`config.mk`:
```
export PLATFORM = sky130hd
export DESIGN_NAME = mc_ctrl_fsm
export DESIGN_NICKNAME = d
export VERILOG_FILES = /design/src/rtl/mc_ctrl_fsm.sv
export SDC_FILE = /design/constraint.sdc
export NUM_CORES = 1
export LEC_CHECK = 0
export BUFFER_PORTS_ARGS = -buffer_cell sky130_fd_sc_hd__buf_2
export CELL_PAD_IN_SITES_DETAIL_PLACEMENT = 0
export CELL_PAD_IN_SITES_GLOBAL_PLACEMENT = 2
export CORE_MARGIN = 1.5
export CORE_UTILIZATION = 31
export CTS_BUF_LIST = sky130_fd_sc_hd__clkbuf_16
export DETAILED_ROUTE_END_ITERATION = 7
export GPL_TIMING_DRIVEN = 0
export PLACE_DENSITY = 0.75
export SLEW_MARGIN = 30
export SYNTH_ARGS = -nofsm -noshare
export SYNTH_HDL_FRONTEND = slang
export SYNTH_SLANG_ARGS = --single-unit
```
`constraint.sdc`:
```
create_clock -name clk -period 2.2 [get_ports clk]
set_input_delay 0.11 -clock clk [delete_from_list [all_inputs] [get_ports clk]]
set_output_delay 0.11 -clock clk [all_outputs]
set_load 0.02 [all_outputs]
```
`src/rtl/mc_ctrl_fsm.sv`:
```
// Multicycle MIPS main control FSM: sequences PC, IR, memory, register file and ALU controls.
// Optional feature: define MC_CTRL_ILLEGAL_TRAP_EN to route unknown opcodes to a TRAP state.
module mc_ctrl_fsm #(
  parameter int         STATE_W         = 4,
  parameter logic [1:0] TRAP_VECTOR_SEL = 2'b11
) (
  input  logic               clk,
  input  logic               rst_n,
  input  logic [5:0]         opcode,
  input  logic               mem_ready,
  output logic               PCWrite,
  output logic               PCWriteCond,
  output logic               IorD,
  output logic               MemRead,
  output logic               MemWrite,
  output logic               MemtoReg,
  output logic               IRWrite,
  output logic [1:0]         PCSource,
  output logic [1:0]         ALUOp,
  output logic               ALUSrcA,
  output logic [1:0]         ALUSrcB,
  output logic               RegWrite,
  output logic               RegDst,
  output logic               instr_done,
  output logic               illegal_op,
  output logic [STATE_W-1:0] state_dbg
);

  typedef enum logic [3:0] {
    S_IDLE   = 4'd0,  S_FETCH = 4'd1,  S_DECODE = 4'd2,  S_MEMADR = 4'd3,
    S_MEMRD  = 4'd4,  S_MEMWB = 4'd5,  S_MEMWR  = 4'd6,  S_REXEC  = 4'd7,
    S_RWB    = 4'd8,  S_BEQ   = 4'd9,  S_JUMP   = 4'd10, S_IEXEC  = 4'd11,
    S_IWB    = 4'd12, S_TRAP  = 4'd13
  } state_t;

  typedef struct packed {
    logic       pc_write;
    logic       pc_write_cond;
    logic       iord;
    logic       mem_read;
    logic       mem_write;
    logic       mem_to_reg;
    logic [1:0] pc_source;
    logic [1:0] alu_op;
    logic       alu_src_a;
    logic [1:0] alu_src_b;
    logic       reg_write;
    logic       reg_dst;
    logic       done;
  } ctrl_t;

  localparam logic [5:0] OP_RTYPE = 6'b000000;
  localparam logic [5:0] OP_LW    = 6'b100011;
  localparam logic [5:0] OP_SW    = 6'b101011;
  localparam logic [5:0] OP_BEQ   = 6'b000100;
  localparam logic [5:0] OP_J     = 6'b000010;
  localparam logic [5:0] OP_ADDI  = 6'b001000;

  // Moore control word for a state; mem_ready-qualified terms are added at the outputs.
  function automatic ctrl_t ctrl_decode(input state_t s);
    ctrl_t c;
    c = '0;
    case (s)
      S_FETCH:  begin c.mem_read = 1'b1; c.alu_src_b = 2'b01; end
      S_DECODE: begin c.alu_src_b = 2'b11; end
      S_MEMADR: begin c.alu_src_a = 1'b1; c.alu_src_b = 2'b10; end
      S_MEMRD:  begin c.mem_read = 1'b1; c.iord = 1'b1; end
      S_MEMWB:  begin c.reg_write = 1'b1; c.mem_to_reg = 1'b1; c.done = 1'b1; end
      S_MEMWR:  begin c.mem_write = 1'b1; c.iord = 1'b1; end
      S_REXEC:  begin c.alu_src_a = 1'b1; c.alu_op = 2'b10; end
      S_RWB:    begin c.reg_write = 1'b1; c.reg_dst = 1'b1; c.done = 1'b1; end
      S_BEQ:    begin
        c.alu_src_a = 1'b1; c.alu_op = 2'b01; c.pc_write_cond = 1'b1;
        c.pc_source = 2'b01; c.done = 1'b1;
      end
      S_JUMP:   begin c.pc_write = 1'b1; c.pc_source = 2'b10; c.done = 1'b1; end
      S_IEXEC:  begin c.alu_src_a = 1'b1; c.alu_src_b = 2'b10; end
      S_IWB:    begin c.reg_write = 1'b1; c.done = 1'b1; end
      S_TRAP:   begin c.pc_write = 1'b1; c.pc_source = TRAP_VECTOR_SEL; c.done = 1'b1; end
      default:  c = '0;
    endcase
    return c;
  endfunction

  state_t r_state;
  ctrl_t  r_ctrl;
  state_t w_next;
  logic   w_nop_done;
  logic   w_fetch_ack;
  logic   w_wr_ack;

  // Next-state selection; opcode is only looked at in DECODE and MEMADR.
  always_comb begin
    w_next     = S_IDLE;
    w_nop_done = 1'b0;
    case (r_state)
      S_IDLE:   w_next = S_FETCH;
      S_FETCH:  if (mem_ready) w_next = S_DECODE; else w_next = S_FETCH;
      S_DECODE: begin
        case (opcode)
          OP_RTYPE:     w_next = S_REXEC;
          OP_LW, OP_SW: w_next = S_MEMADR;
          OP_BEQ:       w_next = S_BEQ;
          OP_J:         w_next = S_JUMP;
          OP_ADDI:      w_next = S_IEXEC;
          default: begin
`ifdef MC_CTRL_ILLEGAL_TRAP_EN
            w_next = S_TRAP;
`else
            w_next     = S_FETCH;
            w_nop_done = 1'b1;
`endif
          end
        endcase
      end
      S_MEMADR: if (opcode == OP_LW) w_next = S_MEMRD; else w_next = S_MEMWR;
      S_MEMRD:  if (mem_ready) w_next = S_MEMWB; else w_next = S_MEMRD;
      S_MEMWR:  if (mem_ready) w_next = S_FETCH; else w_next = S_MEMWR;
      S_REXEC:  w_next = S_RWB;
      S_IEXEC:  w_next = S_IWB;
      S_MEMWB, S_RWB, S_BEQ, S_JUMP, S_IWB, S_TRAP: w_next = S_FETCH;
      default:  w_next = S_IDLE;
    endcase
  end

`ifdef MC_CTRL_ILLEGAL_TRAP_EN
  logic r_illegal;
`endif

  // State and control-word registers; the control word is pre-decoded from the next state.
  always_ff @(posedge clk or negedge rst_n) begin
    if (!rst_n) begin
      r_state <= S_IDLE;
      r_ctrl  <= '0;
`ifdef MC_CTRL_ILLEGAL_TRAP_EN
      r_illegal <= 1'b0;
`endif
    end else begin
      r_state <= w_next;
      r_ctrl  <= ctrl_decode(w_next);
`ifdef MC_CTRL_ILLEGAL_TRAP_EN
      if (w_next == S_TRAP) r_illegal <= 1'b1;
      else                  r_illegal <= r_illegal;
`endif
    end
  end

`ifdef MC_CTRL_ILLEGAL_TRAP_EN
  assign illegal_op = r_illegal;
`else
  assign illegal_op = 1'b0;
`endif

  assign w_fetch_ack = (r_state == S_FETCH) && mem_ready;
  assign w_wr_ack    = (r_state == S_MEMWR) && mem_ready;

  assign PCWrite     = r_ctrl.pc_write | w_fetch_ack;
  assign IRWrite     = w_fetch_ack;
  assign instr_done  = r_ctrl.done | w_wr_ack | w_nop_done;
  assign PCWriteCond = r_ctrl.pc_write_cond;
  assign IorD        = r_ctrl.iord;
  assign MemRead     = r_ctrl.mem_read;
  assign MemWrite    = r_ctrl.mem_write;
  assign MemtoReg    = r_ctrl.mem_to_reg;
  assign PCSource    = r_ctrl.pc_source;
  assign ALUOp       = r_ctrl.alu_op;
  assign ALUSrcA     = r_ctrl.alu_src_a;
  assign ALUSrcB     = r_ctrl.alu_src_b;
  assign RegWrite    = r_ctrl.reg_write;
  assign RegDst      = r_ctrl.reg_dst;
  assign state_dbg   = STATE_W'(r_state);

endmodule

```
=== Word-level counts from Yosys, hierarchy flattened ===
Cells that the tools add are included.

* Flip-flop bits (word level): 20
* Bits of input ports: 9
* Output and inout port bits: 22
* Logic and storage cells: 83

* Eq/ne operators: 31
* Muxes and demuxes: 21
* Bitwise operators: 3
* Reduce and logical (&&, ||, !) cells: 14

{| class="wikitable"
|+ Operators with widths
! kind !! number
|-
| $eq A4 B4 Y1 const B || 12
|-
| $eq A4 B3 Y1 const B || 8
|-
| $pmux W4 S8 || 1
|-
| $pmux W4 S5 || 1
|-
| $eq A4 B2 Y1 const B || 4
|-
| $mux W1 || 13
|-
| $eq A6 B6 Y1 const B || 2
|-
| $pmux W2 S3 || 2
|-
| $reduce_or A6 Y1 || 2
|-
| $reduce_or A2 Y1 || 5
|-
| $eq A4 B1 Y1 const B || 2
|-
| $reduce_or A7 Y1 || 1
|-
| $eq A6 B2 Y1 const B || 1
|-
| $eq A6 B3 Y1 const B || 1
|-
| $eq A6 B4 Y1 const B || 1
|-
| $logic_not A6 Y1 || 1
|-
| $logic_not A4 Y1 || 1
|-
| $mux W2 || 2
|-
| $pmux W2 S2 || 1
|-
| $reduce_or A4 Y1 || 1
|-
| $mux W3 || 1
|-
| $or A1 B1 Y1 || 3
|-
| $reduce_or A3 Y1 || 1
|-
| $logic_and A1 B1 Y1 || 2
|}

=== Depth between registers and ports, before layout ===
* Depth in word-level cells: 7
* Depth in mapped cells: 6
* Depth with buffers taken out: 5

=== Worst setup path after synthesis ===
No wires, ideal clock.

* Kind: reg-to-reg
* Start point: register r_state[2], in the netlist state_dbg[2]
* End point: register r_ctrl[0] (netlist name)
* Library setup time: 0.126 ns
* Data arrival time: 1.600 ns
* Data required time: 2.074 ns
* Path slack: 0.474 ns
* Cell stages (with the launch flop): 7
* Path buffers: 1
* Period minus slack after synthesis: 1.726 ns
* Cells stage by stage: dfrtp_1 -> buf_6 -> and4bb_1 -> a32oi_2 -> nand3_2 -> nor2b_4 -> a311o_1

* Word-level cells in the longest chain between the ends: 6
* Elaborated cells on any way between the ends: 24
* Those cells by class: eq/ne (19); mux (2); reduce/logical (3)

{| class="wikitable"
|+ Ends and longest elaborated chain
! element !! line !! RTL
|-
| start, declared || 85 || <nowiki>state_t r_state;</nowiki>
|-
| start signal, assigned || 139 || <nowiki>r_state <= w_next;</nowiki>
|-
| $eq A4 B3 Y1, or another cell as far along || 96 || <nowiki>case (r_state)</nowiki>
|-
| $reduce_or A7 Y1 (no line) || - ||
|-
| $pmux W4 S8 (*) || 96 ||
|-
| net w_next[1] || 87 || <nowiki>state_t w_next;</nowiki>
|-
| $eq A4 B4 Y1 or $eq A4 B3 Y1 (tied branches) || 63 || <nowiki>case (s)</nowiki>
|-
| $reduce_or A6 Y1 (no line) (*) || - ||
|-
| $mux W1 (*) || 63 ||
|-
| end signal, assigned || 140 || <nowiki>r_ctrl <= ctrl_decode(w_next);</nowiki>
|-
| end, declared || 86 || <nowiki>ctrl_t r_ctrl;</nowiki>
|}

The timed path passes the listed nets; every way through them passes the cells marked *.

=== Worst setup path after layout ===
Ends and elaborated chain as after synthesis.

==> flow_summary_export.csv <==
group,metric,value,unit
outcome,outcome,"complete, no violations",
timing,rsz0062_at_grt,"false",
critical_path,critPathLaunch,"state_dbg[2]",
synthesis,synth_fp_nets,112,
placement,pre_cts_ws,0.430,ns
placement,hpwl,1.67,mm
routing,drcViolationCount,0,
synthesis,synth_flop_cell,"dfrtp_1",
synthesis,yosysSeqAreaShare,46.5,%
power_and_ir_drop,power_frac_seq,28.6,%
power_and_ir_drop,leakage,0.000696,uW
die,core,3340,um^2
power_and_ir_drop,pwr-share-comb,51.1,%
die,rows,21,
global_route,grt_first_pass_wirelength,3.68,mm
timing,period_needed,1.78,ns
job,drv_cap,0,
timing,worstMarginPinSlew,0.527,ns
placement,finalWeightedCongestion,0.754,
critical_path,timing.rr.start,"state_dbg[2]",
placement,postPlaceCellArea,1280,um^2
routing,drt_iter0_drc,41,
cells_and_area,drive_above_1_share,38.0,%
cells_and_area,final_common_cell,"buf_2",
timing,fmax,562,MHz
cells_and_area,syn2layout_area_growth,27.1,%
synthesis,synthesis.area,1080,um^2
power_and_ir_drop,ir_worst_vdd,0.458,mV
synthesis,ys_seq_elements,20,
timing,max_slew_margin,64.9,%
synthesis,syn_area_per_cell,10.4,um^2
critical_path,crit_path_end_kind,"flop",
clocking,cts_tree,"yes",
power_and_ir_drop,p_per_area,1300,nW/um^2
routing,vias_per_cell,4.60,
synthesis,ys_warn_count,0,
critical_path,start_kind,"flop",
global_route,grt_max_degree,21,
timing,layout_setup_ws,0.422,ns
hold_path,hold_class,"input port to flop",
power_and_ir_drop,p_total,1780,uW
critical_path,cp_data_arrival_time,1.91,ns
critical_path,crit_path_max_fanout,10,
routing,dr_total_vias,841,
power_and_ir_drop,power.internal,1050,uW
cells_and_area,fin_nets,147,
global_route,overflow,0,
clocking,numCtsBuffers,3,
synthesis,synth-edff-count,0,
timing,maxSlewViolCount,0,
critical_path,worstPathRequired,2.33,ns
timing,hold_violations,0,
power_and_ir_drop,clock_power_share,20.3,%
clocking,root_buffer,"clkbuf_16",
hold_path,min_from,"mem_ready",
clocking,insertion_delay,0.25,ns
global_route,antenna_found_initial,0,
die,die_w,61.9,um
timing,whs,0.190,ns
global_route,track_usage,13.3,%
timing,fin_skew,0.00190,ns
cells_and_area,antennaDiodeCount,0,
global_route,grt_pass1_vias,780,
die,start_util,32.2,%
cells_and_area,final_cell_area,1370,um^2
timing,finalSetupViolCount,0,
clocking,ctsHtreeMaxLevel,1,
clocking,clkSinkCount,20,
routing,wl_per_cell,12.3,um
power_and_ir_drop,power.switching,724,uW
clocking,clk_pin_slew_worst_paths,0.05,ns
critical_path,critPathKind,"flop to flop",
synthesis,syn_inst,103,
power_and_ir_drop,p_sw_share,40.7,%
placement,io_buffer_count,29,
synthesis,synth.distinct_cells,44,
die,io_pins,31,
die,die_area,3830,um^2
timing,finalCritPeriodShare,80.8,%
timing,tns,0,ns
clocking,cts_setup_buffers,0,
clocking,cts_max_path_buffers,2,
synthesis,async_flop_share,100,%
routing,wl,2.25,mm
routing,drtPass1Iterations,4,
routing,ant_nets,0,
die,dieHeight,61.9,um
cells_and_area,final_cell_mix,"buf_2, dfrtp_1, buf_4",
-- routing by layer --
| metal | vias to the layer above | global-route usage, % | routed length, um |
|---|---|---|---|
| li1 | 430 | - | - |
| met4 | 0 | 2.74 | 0 |
| met5 | - | 0 | 0 |
| met2 | 15 | 21.7 | 1170 |
| met1 | 396 | 17.7 | 987 |
| met3 | 0 | 3.73 | 99 |
-- worst paths after layout --
path                                endpoint  slack, ns  cells after the start
worst min register to register      ALUOp[1]       0.68                      3
min in group asynchronous           ALUOp[1]       0.34                      2
worst min-delay path                MemtoReg       0.19                      3
max in group asynchronous       state_dbg[0]       1.56                      2
worst max register to register     r_ctrl[0]       0.42                      6
worst max-delay path               r_ctrl[0]       0.42                      6
-- registers in the layout (all words and copies together) (netlist names) --
signal	cells
ALUSrcA	1
ALUSrcB	2
PCWriteCond	1
MemRead	1
ALUOp	2
state_dbg	4
PCSource	2
r_ctrl	2
IorD	1
MemWrite	1
MemtoReg	1
RegWrite	1
RegDst	1
-- power groups by stage --
stage                     clock, uW  sequential, uW  combinational (uW)
after floorplan                   0             595                 584
after global placement            0             511                 915
after detailed placement          0             516                 908
after CTS                       375             512                 919
after global routing            393             520                1010
final                           361             508                 909
-- per-stage QoR --
step           std cells  utilization, %
2_1_floorplan        103               -
3_3_place_gp         178            38.3
3_5_place_dp         178            38.3
4_1_cts              183            41.0
5_1_grt              183            41.0
6_report             183            41.0
-- logic make-up after synthesis --
logic type / count (synthesis) / share of synthesized area, %
AOI/OAI and AO/OA: 25 / 19.0
xor gates and xnor gates: 2 / 1.63
buffers and inverters: 17 / 10.2
other: 1 / 0.349
and+or+nand+nor: 38 / 22.3
DFF: 20 / 46.5
-- layout make-up --
cell class / count / area (um^2)
multi-input combinational: 66 / 465
timing repair buffer: 30 / 155
clock inverter: 1 / 3.75
sequential: 20 / 500
buffer: 11 / 87.6
clock buffer: 3 / 75.1
tap: 46 / 57.6
inverter: 6 / 22.5
fill: 355 / 1970
-- synthesized netlist by cell type (all sizes together), types with 3 or more instances --
library cell / count / share of area (%)
and3: 3 / 1.7
nand3: 3 / 1.9
nand2b: 4 / 2.3
nor3: 6 / 3.3
nand2: 5 / 1.7
inv: 6 / 2.1
nor2: 5 / 2.0
a21oi: 5 / 2.3
dfrtp: 20 / 47
buf: 11 / 8.1
o21ai: 5 / 3.4
nor2b: 3 / 2.4
-- critical path, stage by stage, from the launching register on --
cell and delay (ns):
dfrtp_1 0.39, buf_6 0.15, and4bb_1 0.22, a32oi_2 0.18, nand3_2 0.19, nor2b_4 0.19, a311o_1 0.34
-- what timing repair did --
item / in CTS / in global routing
hold buffers: 1 / 0
hold endpoints to repair: 20 / 0
gates resized for setup: 0 / 0
Note: power is estimated with default switching activity, not from simulation.
